===== src/rtl/wb_scaler_bank_if.sv =====
// Wishbone slave bus bundle for the scaler bank readout port.
interface wb_scaler_bank_if;
  logic        cyc_i;
  logic        stb_i;
  logic        wr_i;
  logic [15:0] adr_i;
  logic [7:0]  dat_i;
  logic [7:0]  dat_o;
  logic        ack_o;
  logic        err_o;
  logic        rty_o;

  modport slave (
    input  cyc_i, stb_i, wr_i, adr_i, dat_i,
    output dat_o, ack_o, err_o, rty_o
  );

  modport master (
    output cyc_i, stb_i, wr_i, adr_i, dat_i,
    input  dat_o, ack_o, err_o, rty_o
  );
endinterface


===== src/rtl/wb_scaler_bank.sv =====
// Trigger-rate scaler bank: saturating counters snapshotted on PPS,
// read back as 16-bit values over an 8-bit zero-wait-state Wishbone port.
module wb_scaler_bank #(
  parameter int unsigned NUM_DAUGHTERS      = 4,
  parameter int unsigned L1_PRESCALE_BITS   = 5,
  parameter int unsigned L2_PRESCALE_BITS   = 0,
  parameter int unsigned L2_5_PRESCALE_BITS = 0,
  parameter int unsigned TOP_PRESCALE_BITS  = 0
) (
  input  logic                  clk_i,
  input  logic                  rst_i,
  wb_scaler_bank_if.slave       wb,
  input  logic [15:0]           tda_scal_i,
  input  logic [15:0]           rsv_scal_i,
  input  logic [15:0]           l2_scal_i,
  input  logic [1:0]            l2_5_scal_i,
  input  logic                  top_self_i,
  input  logic                  top_surf_i,
  input  logic                  pps_flag_i,
  output logic [15:0]           debug_counter
);

  localparam int unsigned N_LANES  = 52;
  localparam int unsigned LANE_W   = 6;
  localparam int unsigned DBG_LANE = 28;

  // Lane layout: 0-15 TDA, 16-31 L2, 32-47 reserved, 48 top self,
  // 49 top surface, 50-51 L2.5. Matches the address-map ordering.
  function automatic int unsigned lane_pre(input int unsigned lane);
    if (lane < 16 || (lane >= 32 && lane < 48)) return L1_PRESCALE_BITS;
    else if (lane < 32)                         return L2_PRESCALE_BITS;
    else if (lane < 50)                         return TOP_PRESCALE_BITS;
    else                                        return L2_5_PRESCALE_BITS;
  endfunction

  logic [N_LANES-1:0] w_evt;
  logic               r_update;
  logic [15:0]        w_rd [N_LANES];

  assign w_evt = {l2_5_scal_i, top_surf_i, top_self_i, rsv_scal_i, l2_scal_i, tda_scal_i};

  always_ff @(posedge clk_i) begin
    if (rst_i) r_update <= 1'b0;
    else       r_update <= pps_flag_i;
  end

  for (genvar gi = 0; gi < N_LANES; gi++) begin : g_lane
    localparam int unsigned P = lane_pre(gi);
    localparam int unsigned W = 16 + P;

    logic [W-1:0] r_cnt;
    logic [15:0]  r_lat;
    logic [15:0]  r_rd;

    // PPS clears the counter and drops any event in that cycle.
    always_ff @(posedge clk_i) begin
      if (rst_i) begin
        r_cnt <= '0;
        r_lat <= '0;
        r_rd  <= '0;
      end else begin
        if (pps_flag_i) begin
          r_cnt <= '0;
          r_lat <= r_cnt[W-1:P];
        end else if (w_evt[gi] && (r_cnt != '1)) begin
          r_cnt <= r_cnt + W'(1);
        end
        if (r_update) r_rd <= r_lat;
      end
    end

    assign w_rd[gi] = r_rd;

    if (gi == DBG_LANE) begin : g_dbg
      assign debug_counter = r_cnt[15:0];
    end
  end

  logic [7:0]        w_adr;
  logic              w_hit;
  logic [LANE_W-1:0] w_lane;
  logic [15:0]       w_word;

  assign w_adr = wb.adr_i[7:0];

  // Address decode: adr[0] picks the byte, the rest selects a lane.
  always_comb begin
    w_hit  = 1'b0;
    w_lane = '0;
    case (w_adr[7:5])
      3'd0: begin
        w_hit  = (32'(w_adr[4:3]) < NUM_DAUGHTERS);
        w_lane = {2'b00, w_adr[4:1]};
      end
      3'd1: begin
        w_hit  = 1'b1;
        w_lane = {2'b01, w_adr[4:1]};
      end
      3'd2: begin
        w_hit  = (32'(w_adr[4:3]) < NUM_DAUGHTERS);
        w_lane = {2'b10, w_adr[4:1]};
      end
      3'd3: begin
        if (w_adr[4:3] == 2'b00) begin
          w_hit  = 1'b1;
          w_lane = {4'b1100, w_adr[2:1]};
        end
      end
      default: ;
    endcase
  end

  assign w_word   = w_rd[w_lane];
  assign wb.dat_o = !w_hit ? 8'h00 : (w_adr[0] ? w_word[15:8] : w_word[7:0]);
  assign wb.ack_o = wb.cyc_i & wb.stb_i;
  assign wb.err_o = 1'b0;
  assign wb.rty_o = 1'b0;

  logic w_unused;
  assign w_unused = ^{wb.wr_i, wb.dat_i, wb.adr_i[15:8]};

endmodule


===== src/flat_wrapper.sv =====
// flat-port wrapper written by rule: the top's interface ports become plain ports
module wb_scaler_bank_flat 
#(
  parameter int unsigned NUM_DAUGHTERS      = 4,
  parameter int unsigned L1_PRESCALE_BITS   = 5,
  parameter int unsigned L2_PRESCALE_BITS   = 0,
  parameter int unsigned L2_5_PRESCALE_BITS = 0,
  parameter int unsigned TOP_PRESCALE_BITS  = 0
)
  (clk_i, rst_i, tda_scal_i, rsv_scal_i, l2_scal_i, l2_5_scal_i, top_self_i, top_surf_i, pps_flag_i, debug_counter, wb_cyc_i, wb_stb_i, wb_wr_i, wb_adr_i, wb_dat_i, wb_dat_o, wb_ack_o, wb_err_o, wb_rty_o);
  wb_scaler_bank_if wb_i ();
  input  logic clk_i;
  input  logic rst_i;
  input  logic [15:0] tda_scal_i;
  input  logic [15:0] rsv_scal_i;
  input  logic [15:0] l2_scal_i;
  input  logic [1:0] l2_5_scal_i;
  input  logic top_self_i;
  input  logic top_surf_i;
  input  logic pps_flag_i;
  output logic [15:0] debug_counter;
  input wire logic [$bits(wb_i.cyc_i)-1:0] wb_cyc_i;
  input wire logic [$bits(wb_i.stb_i)-1:0] wb_stb_i;
  input wire logic [$bits(wb_i.wr_i)-1:0] wb_wr_i;
  input wire logic [$bits(wb_i.adr_i)-1:0] wb_adr_i;
  input wire logic [$bits(wb_i.dat_i)-1:0] wb_dat_i;
  output wire logic [$bits(wb_i.dat_o)-1:0] wb_dat_o;
  output wire logic [$bits(wb_i.ack_o)-1:0] wb_ack_o;
  output wire logic [$bits(wb_i.err_o)-1:0] wb_err_o;
  output wire logic [$bits(wb_i.rty_o)-1:0] wb_rty_o;
  assign wb_i.cyc_i = wb_cyc_i;
  assign wb_i.stb_i = wb_stb_i;
  assign wb_i.wr_i = wb_wr_i;
  assign wb_i.adr_i = wb_adr_i;
  assign wb_i.dat_i = wb_dat_i;
  assign wb_dat_o = wb_i.dat_o;
  assign wb_ack_o = wb_i.ack_o;
  assign wb_err_o = wb_i.err_o;
  assign wb_rty_o = wb_i.rty_o;
  wb_scaler_bank #(.NUM_DAUGHTERS(NUM_DAUGHTERS), .L1_PRESCALE_BITS(L1_PRESCALE_BITS), .L2_PRESCALE_BITS(L2_PRESCALE_BITS), .L2_5_PRESCALE_BITS(L2_5_PRESCALE_BITS), .TOP_PRESCALE_BITS(TOP_PRESCALE_BITS)) u_core (.clk_i(clk_i), .rst_i(rst_i), .wb(wb_i), .tda_scal_i(tda_scal_i), .rsv_scal_i(rsv_scal_i), .l2_scal_i(l2_scal_i), .l2_5_scal_i(l2_5_scal_i), .top_self_i(top_self_i), .top_surf_i(top_surf_i), .pps_flag_i(pps_flag_i), .debug_counter(debug_counter));
endmodule

===== config.mk =====
export PLATFORM = sky130hd
export DESIGN_NAME = wb_scaler_bank_flat
export DESIGN_NICKNAME = d
export VERILOG_FILES = /design/src/rtl/wb_scaler_bank_if.sv /design/src/rtl/wb_scaler_bank.sv /design/src/flat_wrapper.sv
export SDC_FILE = /design/constraint.sdc
export NUM_CORES = 2
export LEC_CHECK = 0
export CAP_MARGIN = 20
export CORE_MARGIN = 4
export CORE_UTILIZATION = 30
export CTS_BUF_LIST = sky130_fd_sc_hd__clkbuf_8 sky130_fd_sc_hd__clkbuf_16
export CTS_CLUSTER_SIZE = 40
export DETAILED_ROUTE_END_ITERATION = 7
export GPL_TIMING_DRIVEN = 0
export HOLD_SLACK_MARGIN = 0.02
export SLEW_MARGIN = 5
export SYNTH_ARGS = -nofsm -noshare
export SYNTH_HDL_FRONTEND = slang
export SYNTH_SLANG_ARGS = --single-unit

===== constraint.sdc =====
create_clock -name clk_i -period 2.26 [get_ports clk_i]
set_input_delay 0.226 -clock clk_i [delete_from_list [all_inputs] [get_ports clk_i]]
set_output_delay 0.226 -clock clk_i [all_outputs]
set_load 0.02 [all_outputs]

### Word-level counts from Yosys, hierarchy flattened

Cells that the tools add are included.

| storage, ports and cells | value |
|---|---|
| flip-flop bits (word level) | 2,657 |
| input bits | 82 |

| operators by class | value |
|---|---|
| $add $sub $neg | 52 |
| order comparisons | 1 |
| equal/unequal tests | 55 |
| mux-type cells | 9 |
| bitwise gates (word level) | 2 |
| reductions and logical operators | 56 |

Operators with widths:

| kind | count |
|---|---|
| $add A21 B1 Y21 const B | 32 |
| $ne A21 B21 Y1 const B | 32 |
| $add A16 B1 Y16 const B | 20 |
| $ne A16 B16 Y1 const B | 20 |
| $bmux W16 S6 | 1 |
| $logic_and A1 B1 Y1 | 52 |
| $mux W16 | 2 |
| $pmux W6 S4 | 1 |
| $mux W8 | 2 |
| $ge A7 B7 Y1 const B | 1 |
| $not A6 Y7 | 1 |
| $eq A3 B2 Y1 const B | 2 |
| $mux W6 | 1 |
| $eq A3 B1 Y1 const B | 1 |
| $logic_not A3 Y1 | 1 |
| $reduce_or A3 Y1 | 1 |
| $logic_not A2 Y1 | 1 |
| $pmux W1 S2 | 1 |
| $reduce_or A2 Y1 | 1 |
| $and A1 B1 Y1 | 1 |
| $mux W1 | 1 |

### Depth between registers and ports, before layout

| logic depth | value |
|---|---|
| depth in word-level cells | 9 |
| mapped depth | 11 |

### Worst setup path after synthesis

OpenSTA, ideal clock, no wires.

| timing | value |
|---|---|
| path kind | input -> output |
| from | input wb_adr_i[3] |
| to | output wb_dat_o[5] |
| arrival | 2.256 ns |
| data required time | 2.034 ns |
| setup slack | -0.222 ns |
| cell stages on the path | 10 |
| buffers on the path | 3 |
| path through | buf_6 o211a_4 nor2_4 buf_2 buf_4 a21oi_1 a22oi_1 nand4_1 o311a_1 o32ai_1 |

| on the way | value |
|---|---|
| word-level cells in the longest chain between the ends | 9 |
| elaborated cells on any way between the ends | 11 |
| classes of those cells | mux (9); bitwise (1); reduce/logical (1) |

Ends and longest elaborated chain:

| element | line | source |
|---|---|---|
| start: declaration | flat_wrapper.sv:25 | `input wire logic [$bits(wb_i.adr_i)-1:0] wb_adr_i;` |
| $logic_not A2 Y1 | wb_scaler_bank.sv:104 | `if (w_adr[4:3] == 2'b00) begin` |
| $mux W6 | wb_scaler_bank.sv:104 |  |
| $pmux W6 S4 | wb_scaler_bank.sv:90 | `case (w_adr[7:5])` |
| $not A6 Y7 (not written as such) | wb_scaler_bank.sv:113 | `assign w_word = w_rd[w_lane];` |
| $bmux W16 S6 | wb_scaler_bank.sv:113 |  |
| $mux W16 (not written as such) (2 in a row) | wb_scaler_bank.sv:113 |  |
| $mux W8 | wb_scaler_bank.sv:114 | `assign wb.dat_o = !w_hit ? 8'h00 : (w_adr[0] ? w_word[15:8] : w_word[7:0]);` |
| $mux W8 * | wb_scaler_bank.sv:114 |  |
| end: declaration | flat_wrapper.sv:27 | `output wire logic [$bits(wb_i.dat_o)-1:0] wb_dat_o;` |

Every way passes the cells marked *; elsewhere a longest branch is shown, timed or not. The select of a mux whose other input is x is not followed.

### Worst setup path after layout

| timing | value |
|---|---|
| from | register u_core.g_lane[3].r_rd[10] |
| to | output wb_dat_o[2] |

| on the way | value |
|---|---|
| word-level cells in the longest chain between the ends | 5 |

Ends and longest elaborated chain:

| element | line | source |
|---|---|---|
| start: declaration | wb_scaler_bank.sv:53 | `logic [15:0] r_rd;` |
| start signal: assignment | wb_scaler_bank.sv:68 | `if (r_update) r_rd <= r_lat;` |
| $bmux W16 S6 | wb_scaler_bank.sv:113 |  |
| $mux W16 (not written as such) (2 in a row) | wb_scaler_bank.sv:113 |  |
| $mux W8 (2 in a row) | wb_scaler_bank.sv:114 |  |

Every way passes these cells. The select of a mux whose other input is x is not followed.

==> metrics.cfg <==
[status]
outcome=complete, but fails checks
failing_checks=DRC, setup timing

[setup_path]
setup.worst_path.start_class=flop
crit_path_end_kind=primary output
critical_path_class=reg2out
critical-path-max-stage-delay_ns=0.52
cp_max_fo=2
regToRegStartpoint=u_core.r_update
slowest_stage=a32o_2
cp.required_ns=2.03
worst_ep_arrival_time_ns=3.40
register_to_register_path_depth=6
cp_cell_sequence=mux2_4 > o32ai_2 > a31o_2 > o311ai_4 > o311ai_4 > nand4_1 > a32o_2 > buf_6
r2r_slack_ns=-0.03
reg2reg_to=u_core.g_lane[21].r_rd[9]
worst_path_most_repeated_cell=o311ai_4

[synthesis]
synth-main-ff-cell=dfxtp_1
yosys_register_bits=2657
post_synth.cell_area_avg_um2=9.289
postSynthCellCount=11790
synth_largest_area_cell=dfxtp_1
synth.lib_cells_used.distinct=100
synthesis.yosys.warnings=0
synth_sequential_area_ratio_pct=48.56
synthDominantCellAreaShare_pct=48.56
synthesis.area_mm2=0.1095
async_flop_share_pct=0
synth_area_leaders=dfxtp_1 (49%), mux2i_1 (16%), nor2_1 (9.2%)
synth_edf_count=0

[hold_path]
timing.hold.worst.class=in2reg
hold_path_startpoint=top_surf_i
min_delay_path_depth=3
whs_endpoint=u_core.g_lane[49].r_cnt[1]

[route]
drt_wl_total_um=365400
post-route-drc-count=3
count_of_nets_left_with_antenna_violations_after_detail_routing=0
detailroute.via_count=86980
number_of_detailed_routing_iterations_run_before_antenna_repair=8
route.detailed.wl_per_inst_um=21.04
number_of_drc_markers_in_iteration_0=7572
route.detailed.vias_per_inst=5.007

[cells_and_area]
finish.net_count=12470
final-instance-count-excl-fill=17370
layout.cell_area.non_filler_mm2=0.1312
final_layout_size_suffix_gt1_share_pct=10.42
layout_commonest_cell=nor2_1
filler_cell_count=36370
area_delta_synth_final_pct=19.81
final_cell_mix=nor2_1 (2672), dfxtp_1 (2602), mux2i_1 (1751)

[timing]
timing.setup.tns_ns=-9.623
hold_viol=0
timing.fmax_mhz=275.9
final_max_slew_viol_count=0
period_minus_slack_ns=3.624
timing.max_slew.rel_slack_pct=19.67
skew_ns=0.05479
fin_hold_ws_ns=0.08925
worst_slew_pin_slew_ns=1.205
final_clock_period_utilization_by_the_worst_path_pct=160.4
unrepaired_setup_endpoints_after_global_routing=yes
final.setup.worst_slack_ns=-1.364
setup_violations=16

[power]
pwr-share-comb_pct=5.8
switching_share_pct=23.79
intPower_mw=77.83
ir_worst_vdd_uv=507.5
clkPwrFrac_pct=48.2
power_density_mw_per_mm2=778.1
sequentialPowerShare_pct=46.0
leakage_nw=48.68
power.net_switching_mw=24.29

[place]
hpwl_um=268800
number_of_i_o_port_buffers=86
numPlacedInstances=16700
post_dp_cell_area_mm2=0.1168
preCtsSetupSlack_ns=-3.424
place_congestion=0.9796

[die]
coreArea_mm2=0.3631
pin_count=109
placementRows=221
dieHeight_um=612.3
initial_utilization_pct=30.17
chipWidth_um=612.3
die_area_mm2=0.3749

[clock_tree]
clk_latency_ns=0.89
cts_max_level=5
clk_pin_slew_ns=0.06
cts_made_buffers=295
ctsLongestPathBuffers=4
cts_tree=done
clock-sinks=2657
root_buffer=clkbuf_16

[global_routing]
number_of_global_route_vias_before_repair=80420
grtUsageTotal_pct=18.62
global_route_wire_length_before_repair_um=531400
largest_net_degree_at_the_start_of_global_routing=19
grt_overflow=0
antenna_found_initial=45

[run]
drv_cap=0

==> sequential cells by signal, summed over array words and instances (netlist names) <==
signal                flops
u_core.g_lane.r_rd      832
u_core.r_update           1
u_core.debug_counter     16
u_core.g_lane.r_lat     832
u_core.g_lane.r_cnt     976
==> synth_stat cells (12+ instances only) <==
cell	number
nor2_1	2681
dfxtp_1	2657
mux2i_1	1780
nand2_1	667
nand3_1	483
xor2_1	464
clkbuf_1	367
xnor2_1	304
nand4_1	256
a21oi_1	208
buf_1	193
nor3_1	175
o21ai_0	175
and3_1	150
inv_1	149
or3_1	115
and4_1	107
buf_2	81
a31oi_1	69
a211oi_1	65
ha_1	52
nor4_1	50
and2_1	49
mux2_2	47
o211ai_1	36
nor2b_1	29
a41oi_1	23
or2_2	21
buf_4	19
o21ai_1	19
nand2b_1	16
a221oi_1	15
a221o_1	12
mux4_2	12
==> power groups by stage <==
stage                     clock, mW  combinational (mW)  sequential (mW)
after floorplan                   0                2.93             48.0
after global placement            0                5.09             48.0
after detailed placement          0                5.16             48.0
after CTS                      49.9                5.62             47.0
after global routing           51.7                6.07             47.0
final                          49.2                5.94             47.0
==> metal layers <==
layer  vias up  global-route usage, %  share of wire [%]
met4        16                  9.404                5.7
met2      2946                  28.31                 43
li1      41600                      -                  -
met5         -                      0              0.051
met1     41570                  24.53                 43
met3       851                  4.456                8.2
==> logic make-up (layout without fill, tap and decap cells) <==
logic type | count (synthesis) | in the layout | share of synthesized area, %
DFF | 2657 | 2657 | 48.56
buffers and inverters | 814 | 1567 | 2.981
muxes | 1843 | 1843 | 17.04
other | 1 | 31 | 0.003424
xor gates and xnor gates | 768 | 768 | 6.141
adders and majority gates | 52 | 52 | 0.5940
and+or+nand+nor | 4856 | 4856 | 19.78
AOI/OAI and AO/OA | 801 | 802 | 4.905
==> timing repair <==
action                                   CTS  global route
hold buffers                               3             0
gates resized for setup                  668           236
hold endpoints to repair                   3             0
endpoints found under the setup margin  2119           606
setup buffers                             53            93
pin swaps                                 83           104
gates cloned                               1             2
==> area by class of cell <==
type                       count  area, µm²  share of cell area, %
multi-input combinational   8323      55110                  41.99
sequential                  2657      53270                  40.59
inverter                     149      559.3                 0.4262
clock inverter               148       1582                  1.205
antenna                       29      72.57                0.05530
clock buffer                 363       8329                  6.347
buffer                       647       3712                  2.829
tap                         4794       5998                  4.571
timing repair buffer         260       2601                  1.982
==> metrics by stage <==
stage / utilization [%] / power (mW)
6_report: 36.15 / 102.1
5_1_grt: 36.13 / 104.8
4_1_cts: 35.68 / 102.5
3_5_place_dp: 32.18 / 53.20
3_3_place_gp: 32.06 / 53.13
2_1_floorplan: - / 50.94
==> worst max-delay path, delay by kind of cell (launching register included) <==
kind	cells	cell delay, ns
compound gates	5	1.29
simple gates	1	0.47
flops	1	0.33
mux	1	0.29
buf+inv	1	0.17
==> worst max path at each step <==
stage / startpoint / endpoint / slack (ns) / cells past startpoint
after floorplan: wb_adr_i[3] / wb_dat_o[5] / -0.04 / 10
after CTS: u_core.g_lane[3].r_rd[8] / wb_dat_o[0] / -1.23 / 8
after global placement: pps_flag_i / u_core.g_lane[29].r_cnt[15] / -4.06 / 6
after detailed placement: wb_adr_i[1] / wb_dat_o[4] / -3.42 / 12
final: u_core.g_lane[3].r_rd[10] / wb_dat_o[2] / -1.36 / 8
after global routing: u_core.g_lane[3].r_rd[8] / wb_dat_o[0] / -1.33 / 8
Note: power is estimated with default switching activity, not from simulation.
